==> src/rtl/bod_pkg.sv <==
// Shared types and defaults for the brown-out event controller and its debouncers.
package bod_pkg;

  typedef enum logic [1:0] {
    NORMAL  = 2'd0,
    WARN    = 2'd1,
    CRIT    = 2'd2,
    RECOVER = 2'd3
  } bod_state_t;

  localparam int DEB_CNT_DEF     = 4;
  localparam int DEB_W_DEF       = 4;
  localparam int HOLDOFF_CYC_DEF = 1000;
  localparam int HOLD_W_DEF      = 16;
  localparam int EVT_W_DEF       = 8;

  // A CRIT entry is any step into CRIT from a different state.
  function automatic logic is_crit_entry(input bod_state_t cur, input bod_state_t nxt);
    return (nxt == CRIT) && (cur != CRIT);
  endfunction

endpackage

==> src/rtl/bod_debounce.sv <==
// Sample-qualified debouncer: the filtered flag flips only after DEB_CNT
// consecutive strobes whose raw value disagrees with it.
module bod_debounce
  import bod_pkg::*;
#(
  parameter int DEB_CNT = DEB_CNT_DEF,
  parameter int DEB_W   = DEB_W_DEF
) (
  input  logic clk,
  input  logic rst_n,
  input  logic sample_valid,
  input  logic raw,
  output logic filtered
);

  localparam logic [DEB_W-1:0] DEB_LAST = DEB_W'(DEB_CNT - 1);

  logic [DEB_W-1:0] cnt;

  // NOTE: sequential state uses non-blocking assignments so every register
  // samples pre-edge values regardless of statement order.
  always_ff @(posedge clk or negedge rst_n) begin
    if (!rst_n) begin
      cnt      <= '0;
      filtered <= 1'b0;
    end else if (sample_valid) begin
      if (raw != filtered) begin
        if (cnt == DEB_LAST) begin
          filtered <= ~filtered;
          cnt      <= '0;
        end else begin
          cnt <= cnt + DEB_W'(1);
        end
      end else begin
        cnt <= '0;
      end
    end
  end

endmodule

==> src/rtl/bod_event_ctrl.sv <==
// Brown-out event controller: debounced warn/crit flags drive the NORMAL/WARN/CRIT/RECOVER
// FSM, a sticky warn interrupt, reset request and CRIT counter. BOD_TIMESTAMP_EN adds last_crit_ts.
module bod_event_ctrl
  import bod_pkg::*;
#(
  parameter int DEB_CNT     = DEB_CNT_DEF,
  parameter int DEB_W       = DEB_W_DEF,
  parameter int HOLDOFF_CYC = HOLDOFF_CYC_DEF,
  parameter int HOLD_W      = HOLD_W_DEF,
  parameter int EVT_W       = EVT_W_DEF
) (
  input  logic             clk,
  input  logic             rst_n,
  input  logic             sample_valid,
  input  logic             bod_warn_in,
  input  logic             bod_crit_in,
  input  logic             irq_ack,
  input  logic             clear_cnt,
  output logic [1:0]       bod_state,
  output logic             irq_warn,
  output logic             bod_rst_req,
  output logic [EVT_W-1:0] event_cnt
`ifdef BOD_TIMESTAMP_EN
  ,
  output logic [31:0]      last_crit_ts
`endif
);

  localparam logic [HOLD_W-1:0] HOLD_LAST = HOLD_W'(HOLDOFF_CYC - 1);
  localparam logic [EVT_W-1:0]  EVT_MAX   = '1;

  logic              eff_warn;
  logic              fw;
  logic              fc;
  bod_state_t        state;
  bod_state_t        next_state;
  logic [HOLD_W-1:0] hold_cnt;
  logic              crit_entry;
  logic              irq_set;

  // Crit below thresh2 implies below thresh1, so crit also counts as warn.
  assign eff_warn = bod_warn_in | bod_crit_in;

  bod_debounce #(.DEB_CNT(DEB_CNT), .DEB_W(DEB_W)) u_deb_warn (
    .clk          (clk),
    .rst_n        (rst_n),
    .sample_valid (sample_valid),
    .raw          (eff_warn),
    .filtered     (fw)
  );

  bod_debounce #(.DEB_CNT(DEB_CNT), .DEB_W(DEB_W)) u_deb_crit (
    .clk          (clk),
    .rst_n        (rst_n),
    .sample_valid (sample_valid),
    .raw          (bod_crit_in),
    .filtered     (fc)
  );

  // NOTE: next_state gets a default before the case so no path leaves it
  // unassigned, which would otherwise infer a latch.
  always_comb begin
    next_state = state;
    unique case (state)
      NORMAL:  if (fc) next_state = CRIT; else if (fw) next_state = WARN;
      WARN:    if (fc) next_state = CRIT; else if (!fw) next_state = NORMAL;
      CRIT:    if (!fc) next_state = RECOVER;
      RECOVER: begin
        if (fc)                         next_state = CRIT;
        else if (hold_cnt == HOLD_LAST) next_state = fw ? WARN : NORMAL;
      end
      default: next_state = NORMAL;
    endcase
  end

  assign crit_entry = is_crit_entry(state, next_state);
  assign irq_set    = (state == NORMAL) && (next_state != NORMAL);

  always_ff @(posedge clk or negedge rst_n) begin
    if (!rst_n) begin
      state       <= NORMAL;
      hold_cnt    <= '0;
      bod_rst_req <= 1'b0;
      irq_warn    <= 1'b0;
      event_cnt   <= '0;
    end else begin
      state       <= next_state;
      bod_rst_req <= (next_state == CRIT);

      // Held at zero while in CRIT so every RECOVER visit starts a fresh hold-off.
      if (state == CRIT)         hold_cnt <= '0;
      else if (state == RECOVER) hold_cnt <= hold_cnt + HOLD_W'(1);

      if (irq_set)      irq_warn <= 1'b1;
      else if (irq_ack) irq_warn <= 1'b0;

      if (clear_cnt)                           event_cnt <= crit_entry ? EVT_W'(1) : '0;
      else if (crit_entry && event_cnt != EVT_MAX) event_cnt <= event_cnt + EVT_W'(1);
    end
  end

  assign bod_state = state;

`ifdef BOD_TIMESTAMP_EN
  logic [31:0] ts_cnt;

  always_ff @(posedge clk or negedge rst_n) begin
    if (!rst_n) begin
      ts_cnt       <= '0;
      last_crit_ts <= '0;
    end else begin
      ts_cnt <= ts_cnt + 32'd1;
      if (crit_entry) last_crit_ts <= ts_cnt;
    end
  end
`endif

endmodule

==> config.mk <==
export PLATFORM = sky130hd
export DESIGN_NAME = bod_event_ctrl
export DESIGN_NICKNAME = d
export VERILOG_FILES = /design/src/rtl/bod_pkg.sv /design/src/rtl/bod_debounce.sv /design/src/rtl/bod_event_ctrl.sv
export SDC_FILE = /design/constraint.sdc
export NUM_CORES = 1
export LEC_CHECK = 0
export ABC_AREA = 1
export ABC_CLOCK_PERIOD_IN_PS = 1200
export CAP_MARGIN = 20
export CORE_MARGIN = 2
export CORE_UTILIZATION = 51
export CTS_CLUSTER_SIZE = 28
export DETAILED_ROUTE_END_ITERATION = 16
export GPL_TIMING_DRIVEN = 0
export PLACE_DENSITY = 0.79
export REMOVE_ABC_BUFFERS = 1
export SLEW_MARGIN = 30
export SYNTH_ARGS = -nofsm -noshare
export SYNTH_HDL_FRONTEND = slang
export SYNTH_SLANG_ARGS = --single-unit
==> constraint.sdc <==
create_clock -name clk -period 1.2 [get_ports clk]
set_input_delay 0.12 -clock clk [delete_from_list [all_inputs] [get_ports clk]]
set_output_delay 0.12 -clock clk [all_outputs]
set_load 0.1 [all_outputs]
### After elaboration in Yosys (flattened, before gate mapping)

Cells that the tools add are included.

| storage, ports and cells | value |
|---|---|
| bits in registers | 38 |
| input bits | 7 |
| logic and storage cells | 57 |
| output and inout port bits | 12 |

| cells by class | value |
|---|---|
| mux-type cells | 20 |
| reductions and logical operators | 10 |
| bitwise logic cells | 3 |
| equality and inequality tests | 11 |
| add/subtract/negate cells | 4 |

Operator list:

| cell | count |
|---|---|
| $mux 16 | 2 |
| $add 16x1->16 const B | 1 |
| $eq 16x10->1 const B | 1 |
| $mux 4 | 4 |
| $mux 8 | 2 |
| $mux 2 | 7 |
| $add 4x1->4 const B | 2 |
| $add 8x1->8 const B | 1 |
| $eq 4x2->1 const B | 2 |
| $ne 8x8->1 const B | 1 |
| $pmux 2 s4 | 1 |
| $reduce_bool 2->1 | 4 |
| $eq 2x2->1 const B | 3 |
| $reduce_and 3->1 | 2 |
| $mux 1 | 4 |
| $logic_and 1x1->1 | 3 |
| $eq 2x1->1 const B | 1 |
| $logic_not 2->1 | 1 |
| $ne 1x1->1 | 2 |
| $ne 2x2->1 const B | 1 |
| $not 1->1 | 2 |
| $or 1x1->1 | 1 |

### Depth between registers and ports, before layout

| depth | value |
|---|---|
| depth in word-level cells | 9 |
| mapped depth | 10 |
| gate-level depth less buffers | 10 |

### Hierarchy

A second synthesis with hierarchy kept.

| second synthesis, totals | value |
|---|---|
| cell total of the unflattened synthesis | 290 |
| area total of the unflattened synthesis | 2200.9 µm² |

By module, submodules not included:

| module | times used | area each (µm²) | sequential area each (µm²) | cells an instance |
|---|---|---|---|---|
| bod_event_ctrl | 1 | 1600.3 | 700.7 | 212 |
| bod_debounce | 2 | 300.3 | 125.1 | 39 |

### Worst setup path before layout

OpenSTA, ideal clock, no wires.

| path | value |
|---|---|
| path kind | flip-flop to flip-flop |
| start | register event_cnt[0] |
| end | register event_cnt[7] |
| path buffers | 0 |
| path slack | -837 ps |
| required time | 1117 ps |
| library setup time | 83 ps |
| period minus slack after synthesis | 2037 ps |
| cell stages (with the launch flop) | 10 |
| data arrival time | 1954 ps |
| cell sequence | dfrtp_1 > ha_1 > nand2_1 > nor2_1 > nand2_1 > nand2_2 > nand2_2 > inv_2 > nand2_1 > o21ai_0 |

| between the ends | value |
|---|---|
| longest elaborated chain between the ends | 3 |

Ends and longest elaborated chain:

| what | RTL line | RTL |
|---|---|---|
| from (decl) | bod_event_ctrl.sv:22 | `output logic [EVT_W-1:0] event_cnt` |
| from (signal assigned) | bod_event_ctrl.sv:97 | `if (clear_cnt) event_cnt <= crit_entry ? EVT_W'(1) : '0;` |
| from (signal assigned) | bod_event_ctrl.sv:98 | `else if (crit_entry && event_cnt != EVT_MAX) event_cnt <= event_cnt + EVT_W'(1);` |
| $add 8x1->8 or $ne 8x8->1 (tied branches) | bod_event_ctrl.sv:98 |  |
| $mux 8 or $logic_and 1x1->1 (tied branches) | bod_event_ctrl.sv:98 |  |
| $mux 8 or $reduce_bool 2->1 (tied branches) | - |  |

Several ways; a longest one is shown, not always the timed one. The select of a mux whose other input is x is not followed.
A chain may end at the register's enable or synchronous reset.

### Worst setup path in the final report

| path | value |
|---|---|
| start | register event_cnt[1] |
| end | register event_cnt[7] |

Same word-level chain as after synthesis.

==> reports/metrics.csv <==
stage,metric,value,unit
synth,avgSynthCellArea,7.613,um2
critical_path,worstSetupStartpointType,flop,
min_path,hold_start,sample_valid,
timing,finalCriticalPeriod,1356,ps
clock_tree,cts_buffers,5,
job,max_cap_viol_count,0,
clock_tree,htreeDepth,2,
synth,yosysWarnings,0,
synth,syn-cell-area,2078,um2
synth,yosys.area_share.simple,31.49,%
floorplan,die_h,67.84,um
clock_tree,root_buffer,clkbuf_8,
critical_path,crit_required,1420,ps
timing,layout_setup_ws,-156.2,ps
routing,num_vias,1982,
pwr,p_total,4.587,mW
clock_tree,cts_buffer_depth,2,
timing,maxSlewHeadroom,62.35,%
synth,ys_seq_area_share,45.76,%
final_layout,antenna_cells,0,
final_layout,fin_area,2815,um2
global_routing,grt_pass1_wl,7.921,mm
timing,worst-slew-pin-transition,564.7,ps
synth,synth.distinct_cells,25,
floorplan,rows,23,
routing,post_drt_wl_per_cell,14.11,um
clock_tree,clk_latency,300,ps
routing,first_pass_iters,4,
timing,drv_slew,0,
floorplan,start_util,52.33,%
routing,ant_nets,0,
critical_path,r2r_start,event_cnt[1],
timing,fmaxAchievable,737.4,MHz
run_status,outcome,"complete, but fails checks",
synth,synthMuxAreaShare,0,%
min_path,min_to,u_deb_crit.cnt[1],
routing,via_per_inst,5.401,
synth,synthXorXnorAreaFrac,2.950,%
floorplan,dieArea,4602,um2
final_layout,fillers,287,
global_routing,grt_usage,23.19,%
global_routing,gr-total-overflow,0,
critical_path,worstPathArrival,1580,ps
final_layout,nets,327,
critical_path,cp_max_fo,6,
routing,drc_errors,0,
final_layout,drive_gt1_share,32.18,%
floorplan,ios,19,
place,dp_hpwl,3.051,mm
clock_tree,clkSinkCount,38,
final_layout,multi_input_area,1155,um2
critical_path,reg2reg_to,event_cnt[7],
synth,synth_compound_area_share,8.730,%
final_layout,area_growth,35.46,%
critical_path,worstRegToRegCells,9,
synth,syn_inst,273,
critical_path,rrSetupSlack,-160,ps
global_routing,grt_pass1_vias,1802,
critical_path,crit_type,reg -> reg,
routing,drtIter0Drc,136,
pwr,leakage,1.405,nW
run_status,failed_checks,setup timing,
place,gp_congestion,0.8771,
global_routing,antenna_found_initial,0,
critical_path,end_kind,flop,
clock_tree,path_clk_slew,80,ps
routing,routed_wl,5.178,mm
timing,setup_viol,23,
global_routing,grt_max_degree,24,
pwr,power.density,1629,nW/um2
pwr,vdd_ir_drop_max,1.144,mV
timing,rsz0062_at_grt,yes,
place,dpl-instance-area,2325,um2
floorplan,core,3971,um2
min_path,hold_class,in -> reg,
place,pre_cts_ws,-740.7,ps
place,port_buffers,18,
timing,finalClockSkew,9.477,ps
final_layout,regArea,955.9,um2
synth,synthAdderAreaFrac,2.408,%
synth,synth_seq_cells,38,
timing,hold_violations,0,
clock_tree,tritoncts,built,
synth,synth_top_family_by_area,simple AND/OR/NAND/NOR gates,
timing,period_share,113.0,%
min_path,min_path_cells,3,
floorplan,die_w,67.84,um
-- sequential cells by signal (all words and copies together), names as in the netlist --
| register | flops |
|---|---|
| bod_rst_req | 1 |
| bod_state | 2 |
| event_cnt | 8 |
| hold_cnt | 16 |
| irq_warn | 1 |
| u_deb_crit.cnt | 4 |
| u_deb_crit.filtered | 1 |
| u_deb_warn.cnt | 4 |
| u_deb_warn.filtered | 1 |
-- timing repair --
| item | in CTS | in global routing |
|---|---|---|
| endpoints found under the setup margin | 36 | 39 |
| setup buffers | 14 | 6 |
| hold endpoints to repair | 22 | 0 |
| hold buffers | 1 | 0 |
| gates resized for setup | 109 | 45 |
| pin swaps | 13 | 11 |
-- cells in the mapped netlist --
| library cell | instances | area [um2] |
|---|---|---|
| a211o_1 | 1 | 8.760 |
| a21oi_1 | 11 | 55.05 |
| buf_2 | 3 | 15.01 |
| clkbuf_1 | 1 | 3.750 |
| dfrtp_1 | 38 | 950.9 |
| ha_1 | 4 | 50.05 |
| inv_1 | 39 | 146.4 |
| inv_2 | 4 | 15.01 |
| nand2_1 | 66 | 247.7 |
| nand2_2 | 5 | 31.28 |
| nand3_1 | 21 | 105.1 |
| nand3_4 | 1 | 17.52 |
| nand3b_1 | 1 | 7.510 |
| nand4_1 | 6 | 37.54 |
| nor2_1 | 32 | 120.1 |
| nor2_2 | 1 | 6.260 |
| nor2_4 | 3 | 33.78 |
| nor3_1 | 4 | 20.02 |
| nor3_2 | 2 | 20.02 |
| nor3b_1 | 1 | 7.510 |
| o21ai_0 | 18 | 90.09 |
| o21ai_2 | 1 | 8.760 |
| o22ai_1 | 3 | 18.77 |
| xnor2_1 | 3 | 26.28 |
| xor2_1 | 4 | 35.03 |
-- layer usage --
layer	GRT usage, %	up-vias	wire [um]
met5	0	-	0
met4	7.000	0	78
met3	5.428	9	216
met2	41.05	52	2774
met1	28.04	970	2108
li1	-	951	-
-- cell families (layout without fill, tap and decap cells) --
family                     count (synthesis)  count (layout)
xor gates and xnor gates                   7               7
and+or+nand+nor                          143             143
adders and majority gates                  4               4
DFF                                       38              38
AOI/OAI and AO/OA                         34              34
buffers and inverters                     47              91
-- worst max-delay path: stages, from the launching register on --
cell,delay (ps)
dfrtp_1,440
ha_4,170
nand2_4,60
nor2_4,130
nand2_2,80
nand2_4,110
nand2_4,90
inv_4,100
nand2_2,40
o21ai_1,70
-- power by group --
part           total (mW)  switching [mW]  internal (mW)
clock               0.961           0.498          0.463
combinational        1.92            1.23          0.694
sequential           1.70           0.223           1.48
-- cells in the final DEF (no fill, tap or decap), drive strengths merged, types with 3 or more instances in the layout --
master         synthesis  layout
o22ai                  3       3
nor3                   6       6
inv                   43      43
a21oi                 11      11
nand2                 71      71
clkbuf                 1       8
nand3                 22      22
o21ai                 19      19
xor2                   4       4
dfrtp                 38      38
buf                    3      32
clkdlybuf4s50          0       4
nor2                  36      36
ha                     4       4
nand4                  6       6
xnor2                  3       3
-- how the worst max path moves through the flow --
stage                            start      endpoint  slack [ps]  depth (start not counted)
final                     event_cnt[1]  event_cnt[7]        -160                          9
after global routing      event_cnt[1]  event_cnt[7]        -230                          9
after CTS                 event_cnt[1]  event_cnt[7]        -130                          9
after detailed placement  bod_state[1]  bod_state[1]        -740                          1
after global placement           rst_n  event_cnt[1]        -910                          1
after floorplan           event_cnt[0]  event_cnt[7]        -840                          9
-- per-stage QoR --
stage	cells	utilization, %	hold slack, ps	setup TNS (ps)
2_1_floorplan	269	-	-175.6	-17780
3_3_place_gp	337	57.97	411.3	-46920
3_5_place_dp	338	58.54	148.2	-12740
4_1_cts	361	66.13	358.6	-1508
5_1_grt	367	70.89	297.1	-4036
6_report	367	70.89	272.1	-1879
-- final cells by class --
cell class                 instances  area share [%]
sequential                        38           33.96
clock buffer                       6           2.933
clock inverter                     2          0.4444
multi-input combinational        188           41.02
timing repair buffer              40           13.42
inverter                          43           6.000
tap                               50           2.222
No activity file was read; power rests on OpenSTA's default activity.
